<file path="config.mk">
export PLATFORM = sky130hd
export DESIGN_NAME = range_alu_seq
export DESIGN_NICKNAME = d
export VERILOG_FILES = /design/src/rtl/range_alu_seq.sv
export SDC_FILE = /design/constraint.sdc
export NUM_CORES = 1
export LEC_CHECK = 0
export CAP_MARGIN = 10
export CORE_MARGIN = 1
export CORE_UTILIZATION = 70
export CTS_BUF_LIST = sky130_fd_sc_hd__clkbuf_16
export DETAILED_ROUTE_END_ITERATION = 8
export DONT_BUFFER_PORTS = 1
export GPL_ROUTABILITY_DRIVEN = 0
export PLACE_DENSITY = 0.91
export SLEW_MARGIN = 40
export SYNTH_ARGS = -nofsm -noshare
export SYNTH_HDL_FRONTEND = slang
export SYNTH_SLANG_ARGS = --single-unit
</file>
<file path="constraint.sdc">
create_clock -name clk -period 7.2 [get_ports clk]
set_input_delay 0 -clock clk [delete_from_list [all_inputs] [get_ports clk]]
set_output_delay 0 -clock clk [all_outputs]
set_load 0.01 [all_outputs]
</file>
<file path="src/rtl/range_alu_seq.sv">
// Multi-cycle ALU: modulo, range sum, range average and multiply,
// with a valid/ready command port and a valid/ready result port.
// Ports:
//   clk, rst_n          : clock, async active-low reset
//   in_valid/in_ready   : command handshake (op0, op1, sel)
//   out_valid/out_ready : result handshake (res, err)
module range_alu_seq (
  input  logic        clk,
  input  logic        rst_n,
  input  logic        in_valid,
  output logic        in_ready,
  input  logic [7:0]  op0,
  input  logic [7:0]  op1,
  input  logic [1:0]  sel,
  output logic        out_valid,
  input  logic        out_ready,
  output logic [15:0] res,
  output logic        err
);

  typedef enum logic [2:0] {
    IDLE, MOD, SUM, DIV, MUL, DONE
  } st_t;

  st_t         st;
  logic        armed;
  logic        avg;
  logic [15:0] a;
  logic [15:0] b;
  logic [8:0]  idx;
  logic [8:0]  nreg;
  logic [8:0]  r;
  logic [7:0]  m;
  logic [3:0]  cnt;

  logic [15:0] sum_nx;
  logic [15:0] mul_nx;
  logic [9:0]  rsh;
  logic        ge;
  logic [8:0]  r_nx;
  logic [15:0] q_nx;

  // armed keeps in_ready low until the first edge after reset release
  assign in_ready  = armed && (st == IDLE);
  assign out_valid = (st == DONE);

  assign sum_nx = a + {7'd0, idx};
  assign mul_nx = m[0] ? a + b : a;

  // restoring division step: a shifts the dividend out, quotient in
  assign rsh  = {r, a[15]};
  assign ge   = rsh >= {1'b0, nreg};
  assign r_nx = ge ? rsh[8:0] - nreg : rsh[8:0];
  assign q_nx = {a[14:0], ge};

  always_ff @(posedge clk or negedge rst_n) begin
    if (!rst_n) begin
      st    <= IDLE;
      armed <= 1'b0;
      avg   <= 1'b0;
      a     <= '0;
      b     <= '0;
      idx   <= '0;
      nreg  <= '0;
      r     <= '0;
      m     <= '0;
      cnt   <= '0;
      res   <= '0;
      err   <= 1'b0;
    end else begin
      armed <= 1'b1;
      unique case (st)
        IDLE: begin
          if (in_valid && in_ready) begin
            avg  <= (sel == 2'b10);
            b    <= {8'd0, op1};
            m    <= op1;
            cnt  <= '0;
            r    <= '0;
            nreg <= {1'b0, op1} - {1'b0, op0} + 9'd1;
            unique case (sel)
              2'b00: begin
                if (op1 == 8'd0) begin
                  res <= '0;
                  err <= 1'b1;
                  st  <= DONE;
                end else begin
                  a  <= {8'd0, op0};
                  st <= MOD;
                end
              end
              2'b01, 2'b10: begin
                if (op0 > op1) begin
                  res <= '0;
                  err <= sel[1];
                  st  <= DONE;
                end else begin
                  a   <= '0;
                  idx <= {1'b0, op0};
                  st  <= SUM;
                end
              end
              2'b11: begin
                a  <= '0;
                b  <= {8'd0, op0};
                st <= MUL;
              end
            endcase
          end
        end
        MOD: begin
          if (a >= b) begin
            a <= a - b;
          end else begin
            res <= a;
            err <= 1'b0;
            st  <= DONE;
          end
        end
        SUM: begin
          a   <= sum_nx;
          idx <= idx + 9'd1;
          if (idx == {1'b0, b[7:0]}) begin
            if (avg) begin
              cnt <= '0;
              r   <= '0;
              st  <= DIV;
            end else begin
              res <= sum_nx;
              err <= 1'b0;
              st  <= DONE;
            end
          end
        end
        DIV: begin
          r   <= r_nx;
          a   <= q_nx;
          cnt <= cnt + 4'd1;
          if (cnt == 4'd15) begin
            res <= q_nx;
            err <= 1'b0;
            st  <= DONE;
          end
        end
        MUL: begin
          a   <= mul_nx;
          b   <= {b[14:0], 1'b0};
          m   <= {1'b0, m[7:1]};
          cnt <= cnt + 4'd1;
          if (cnt == 4'd7) begin
            res <= mul_nx;
            err <= 1'b0;
            st  <= DONE;
          end
        end
        DONE: begin
          if (out_ready) st <= IDLE;
        end
        default: st <= IDLE;
      endcase
    end
  end

endmodule

</file>
==> results.cfg, run 1 <==
[status]
status = completed

[floorplanning]
coreArea_sq_um = 11400
start_util_pct = 71.8
die_x_um = 110
dieArea_sq_um = 12100
die_h_um = 110
rows = 39
ios = 41

[clock_tree]
htreeDepth = 3
cts_buffer_depth = 2
cts_hold_buf = 19
post_cts_buffers = 0
cts_resized = 0
numCtsBuffers = 9
clkTransAtPathRegs_ns = 0.07
worstSkewPairLatency_ns = 0.36
root_buffer = clkbuf_16
cts_tree = built
cts.sinks = 93

[logic_synthesis]
ys.warnings.count = 0
synth_fp_nets = 1106
synth_flop_cell = dfrtp_1
synth_cells = 1000
synthArstFlopShare_pct = 100
synth_area_leader_cell = dfrtp_1
ys_ff_latch = 93
netlist_area_sq_um = 8160
synth_cell_types = 82
ys_seq_area_share_pct = 28.5
yosys-top-cells-area = dfrtp_1, ha_1, nand2_1, a21oi_1, o21ai_0
synth_area_per_cell_sq_um = 8.16
synth_edf_count = 0
synth_top_cell_area_share_pct = 28.5

[grt]
grt_max_degree = 94
grtUsageTotal_pct = 38.6
grt_pass1_vias = 7198
antenna_found_initial = 0
grt_overflow = 0
grt_pass1_wl_um = 35400

[timing]
finalCritPeriodShare_pct = 45.7
setup_viol = 0
fin_tns_setup_ns = 0
relSlewSlack_pct = 47.8
rsz0062_at_grt = false
fmax_mhz = 304
worstMarginPinSlew_ns = 0.783
slew_viol_final = 0
clock_skew_ns = 0.00786
hold_viol_final = 0
layout_min_cycle_time_ns = 3.29
setup_ws_ns = 3.91

[critical_path]
worst_setup_path_start_kind = flop
end_kind = flop
worst-setup-path-type = flop to flop
worstPathRequired_ns = 7.45
worstPathMaxFanout = 8
crit_arrival_ns = 3.54

[placed_design]
io_buffers = 0
post_dp_cell_area_sq_um = 8180
place_hpwl_um = 15600
dp_slack_ns = 3.96

[finish]
fin_area_sq_um = 8640
drive_above_1_share_pct = 5.05
nNetsFinal = 1092
diodes = 0
synthToLayoutAreaGrowth_pct = 5.87
final.fill_count = 797

[detailed_routing]
drc = 0
dr.pass1.iters = 6
first_iter_violations = 669
final_antenna_net_count = 0
routed_wl_um = 22000
vias = 7579
via_per_inst = 6.69
drt-wirelength-per-cell_um = 19.4

[power]
power.density_nw_per_um2 = 520
vdd_drop_max_v = 0.000272
p_leak_nw = 3.95

[min_path]
holdCritPathClass = primary input to flop

[run]
maxCapViolations = 0
[registers in the layout (all words and copies together), names as in the netlist]
name	count
st	3
m	8
a	16
b	16
armed	1
err	1
res	16
idx	9
r	9
cnt	4
avg	1
nreg	9
[critical path, cell delays in order, from the launching register on]
cell      delay [ns]
dfrtp_1         0.48
ha_1            0.28
fa_1            0.45
a211oi_1        0.39
o21ai_1         0.18
a31oi_1         0.41
or4_1           0.19
nand2_1         0.05
a221oi_1        0.30
nand3_1         0.17
mux2_4          0.28
[cells in the final DEF (no fill, tap or decap), types with 5 or more instances in the layout]
cell type,count
a211oi_1,7
a21o_1,14
a21oi_1,81
a221oi_1,10
a22o_1,5
a22oi_1,6
a31oi_1,17
and2_1,5
and3_1,8
buf_4,6
clkbuf_16,9
dfrtp_1,93
dlygate4sd3_1,18
fa_1,5
ha_1,79
inv_1,82
mux2_4,5
mux2i_1,27
nand2_1,109
nand2b_1,8
nand3_1,25
nand4_1,8
nor2_1,63
nor2b_1,15
nor3_1,11
o211ai_1,15
o21a_1,6
o21ai_0,81
o21ai_1,20
o22ai_1,7
or3_1,5
xnor2_1,37
xor2_1,15
[routing by layer]
layer  vias to the layer above  part of all wire (%)  global-route usage [%]
li1                       3527                     -                       -
met1                      3550                    41                    50.1
met2                       419                    45                    59.9
met3                        83                   9.3                    7.82
met4                         0                   5.1                    22.3
met5                         -                     0                       0
[through the flow]
step,cells,power [mW],hold slack (ns),util [%]
3_3_place_gp,1099,3.82,-0.293,71.8
4_1_cts,1133,4.42,0.0135,76.0
6_report,1133,4.50,0.0164,76.0
2_1_floorplan,1000,3.34,-0.296,-
5_1_grt,1133,4.82,0.0596,76.0
3_5_place_dp,1099,3.93,-0.293,71.9
[final timing paths]
path,cells past startpoint,startpoint,endpoint,slack [ns]
min in group asynchronous,2,rst_n,b[13],0.20
min,4,op1[1],b[1],0.02
min reg2reg,2,nreg[2],nreg[2],0.50
max in group asynchronous,2,rst_n,res[4],6.59
max reg2reg,10,idx[0],res[12],3.91
max,10,idx[0],res[12],3.91
[where the power goes]
| group | internal, mW | leakage (nW) | switching, mW | total [mW] |
|---|---|---|---|---|
| sequential | 0.739 | 1.19 | 0.313 | 1.05 |
| combinational | 1.22 | 2.63 | 1.78 | 3.00 |
| clock | 0.229 | 0.132 | 0.216 | 0.446 |
[layout make-up]
class | count | area (sq um) | area share [%]
tap | 143 | 179 | 2.07
sequential | 93 | 2330 | 26.9
clock inverter | 6 | 32.5 | 0.376
multi-input combinational | 774 | 5320 | 61.5
clock buffer | 9 | 225 | 2.61
inverter | 83 | 312 | 3.60
timing repair buffer | 25 | 253 | 2.92
[kinds of logic after synthesis]
| group | synth area share, % |
|---|---|
| other cells | 0.0459 |
| buf+inv | 6.73 |
| flops | 28.5 |
| mux | 4.37 |
| simple gates | 16.2 |
| compound gates | 25.2 |
| xor+xnor | 5.58 |
| fa+ha+maj | 13.3 |
[Yosys cell counts, types with 6 or more instances]
cell type,n
nand2_1,111
a21oi_1,81
and3_1,9
nor2b_1,15
o21ai_1,20
a21o_1,14
nand4_1,8
mux2i_1,27
nand3_1,25
xor2_1,15
a31oi_1,17
o21a_1,6
clkbuf_1,34
inv_1,80
o211ai_1,15
dfrtp_1,93
nand2b_1,8
a221oi_1,10
nor3_1,12
buf_2,9
nor2_1,64
a211oi_1,7
xnor2_1,37
ha_1,79
o21ai_0,81
a22oi_1,6
o22ai_1,8
No activity file was read; power rests on OpenSTA's default activity.
==> run 2: changes to the inputs <==
--- a/config.mk
+++ b/config.mk
@@ -7,12 +7,12 @@
 export LEC_CHECK = 0
 export CAP_MARGIN = 10
 export CORE_MARGIN = 1
-export CORE_UTILIZATION = 70
+export CORE_UTILIZATION = 59
 export CTS_BUF_LIST = sky130_fd_sc_hd__clkbuf_16
 export DETAILED_ROUTE_END_ITERATION = 8
 export DONT_BUFFER_PORTS = 1
 export GPL_ROUTABILITY_DRIVEN = 0
-export PLACE_DENSITY = 0.91
+export PLACE_DENSITY = 0.83
 export SLEW_MARGIN = 40
 export SYNTH_ARGS = -nofsm -noshare
 export SYNTH_HDL_FRONTEND = slang
==> constraint.sdc (replaced) <==
create_clock -name clk -period 2.7 [get_ports clk]
set_input_delay 0 -clock clk [delete_from_list [all_inputs] [get_ports clk]]
set_output_delay 0 -clock clk [all_outputs]
set_load 0.01 [all_outputs]
==> run 2 against run 1 <==
Effect of this change: the flow now finishes with violations (hold timing, setup timing); sequential share of layout area fell by 4.0 points; sequential power rose by 150%; maximum frequency rose by 8.8%; final cell count rose by 14%; first-iteration DRC count rose by 94%; count of clock-buffer cells in the layout did not move; critical path depth rose by 2; critical path type unchanged.
==> results.cfg, run 2 (synthesis results as in run 1) <==
[floorplanning]
die_x_um = 120
start_util_pct = 61.2
die_h_um = 120
coreArea_sq_um = 13300
ios = 41
rows = 42
dieArea_sq_um = 14300

[finish]
layout_common_cells = buf_4, nand2_1, dfrtp_1
drive_above_1_share_pct = 21.1
final_cells = 1295
synthToLayoutAreaGrowth_pct = 24.6
diodes = 0
largest_registers = a x16, b x16, res x16
mostFrequentLayoutCell = buf_4
utilization_pct = 76.2
nNetsFinal = 1220

[timing]
worstMarginPinSlew_ns = 0.696
setup_ws_ns = -0.325
hold_viol_final = 1
layout_min_cycle_time_ns = 3.03
setup_viol = 35
holdWs_ns = -0.00459
fmax_mhz = 331
finalCritPeriodShare_pct = 112
clock_skew_ns = 0.00895
relSlewSlack_pct = 53.3
rsz0062_at_grt = true
slew_viol_final = 0

[critical_path]
rrSetupSlack_ns = -0.33
crit_path_end = res[6]
worstPathMaxFanout = 3
crit_arrival_ns = 3.29
slowest_delay_ns = 0.42
startpoint = a[0]
worst_setup_path_start_kind = flop
slowest_stage = dfrtp_1
worst-setup-path-type = flop to flop
r2r_cells = 12
crit_chain = buf_4, buf_4, ha_4, fa_2, a211oi_2, nor2_1, o21a_1, nor2_1, xnor2_1, a221oi_1, nand2_1, mux2_4
reg2reg_from = a[0]
r2r_end = res[6]
worstPathRequired_ns = 2.96
end_kind = flop

[power]
p_leak_nw = 4.69
vdd_drop_max_v = 0.000918
power.density_nw_per_um2 = 1530
p_total_mw = 15.5

[detailed_routing]
first_iter_violations = 1296
vias = 8698
drc = 0
dr.pass1.iters = 6
via_per_inst = 6.72
routed_wl_um = 28400
final_antenna_net_count = 0
drt-wirelength-per-cell_um = 21.9

[clock_tree]
clkTransAtPathRegs_ns = 0.07
cts_buffer_depth = 2
htreeDepth = 3
worstSkewPairLatency_ns = 0.37
cts.sinks = 93
numCtsBuffers = 9
cts_tree = built
root_buffer = clkbuf_16

[min_path]
holdCritPathClass = primary input to flop

[grt]
grtUsageTotal_pct = 37.9
grt_pass1_vias = 8129
grt_overflow = 0
antenna_found_initial = 0
grt_max_degree = 94
grt_pass1_wl_um = 42200

[status]
violations = hold timing, setup timing
status = finished with violations

[placed_design]
place_hpwl_um = 17800
io_buffers = 0
dp_cells = 1222

[run]
maxCapViolations = 0
## run 2: cell count changes in the layout (fill, tap and decap cells not counted), moves of 6 or more
cell     change
buf_6       +12
a21oi_1      -9
ha_4         +6
ha_1        -10
buf_4      +112
a21oi_2      +9
## run 2: layout make-up
class                           count  area, sq um
Clock buffer                        9          225
Clock inverter                      7          113
Fill cell                         869         3180
Inverter                           83          312
Multi-Input combinational cell    774         5660
Sequential cell                    93         2330
Tap cell                          176          220
Timing Repair Buffer              153         1310
## run 2: critical path: cells and delay by family, from the launching register on
| kind | cells | cell delay [ns] |
|---|---|---|
| XOR/XNOR | 1 | 0.11 |
| flip-flops | 1 | 0.42 |
| AO/OA/AOI/OAI | 3 | 0.86 |
| AND/OR/NAND/NOR | 3 | 0.42 |
| buffers and inverters | 2 | 0.29 |
| multiplexers | 1 | 0.27 |
| adder cells (fa/ha/maj) | 2 | 0.54 |
## run 2: per-stage QoR
| stage | setup slack (ns) | TNS, ns | hold slack (ns) | area, sq um |
|---|---|---|---|---|
| final | -0.325 | -5.27 | -0.00459 | 10200 |
| after global routing | -0.404 | -7.70 | 0.0433 | 10200 |
| after CTS | -0.130 | -1.91 | 0.00340 | 9780 |
| after detailed placement | -0.278 | -4.25 | -0.294 | 8910 |
| after global placement | -0.139 | -1.84 | -0.293 | 8910 |
| after floorplan | -0.146 | -2.18 | -0.296 | 8170 |
## run 2: what timing repair did
item                                    CTS  global route
setup buffers                            29            14
hold endpoints to repair                127             0
gates resized for setup                  26            59
pin swaps                                23            28
endpoints found under the setup margin   24            38
hold buffers                             19             0
## run 2: worst min path at each step
stage / slack, ns / endpoint / cells past startpoint / from
2_1_floorplan: -0.30 / a[0] / 0 / rst_n
3_3_place_gp: -0.29 / m[3] / 0 / rst_n
3_5_place_dp: -0.29 / m[4] / 0 / rst_n
4_1_cts: 0.003 / b[3] / 4 / op1[3]
5_1_grt: 0.04 / nreg[0] / 4 / op0[0]
6_report: -0.005 / avg / 4 / sel[0]
## run 2: power by group
group | internal (mW) | switching, mW
logic | 5.09 | 6.34
clock network | 0.903 | 0.606
registers | 1.97 | 0.624
total | 7.97 | 7.57
## run 2: routing by layer
layer  up-vias  GRT usage (%)  wire (um)
met3       208           7.13       3060
met1      4011           48.4      10500
li1       3767              -          -
met4         0           24.0       2100
met2       712           58.9      12800
met5         -              0          0
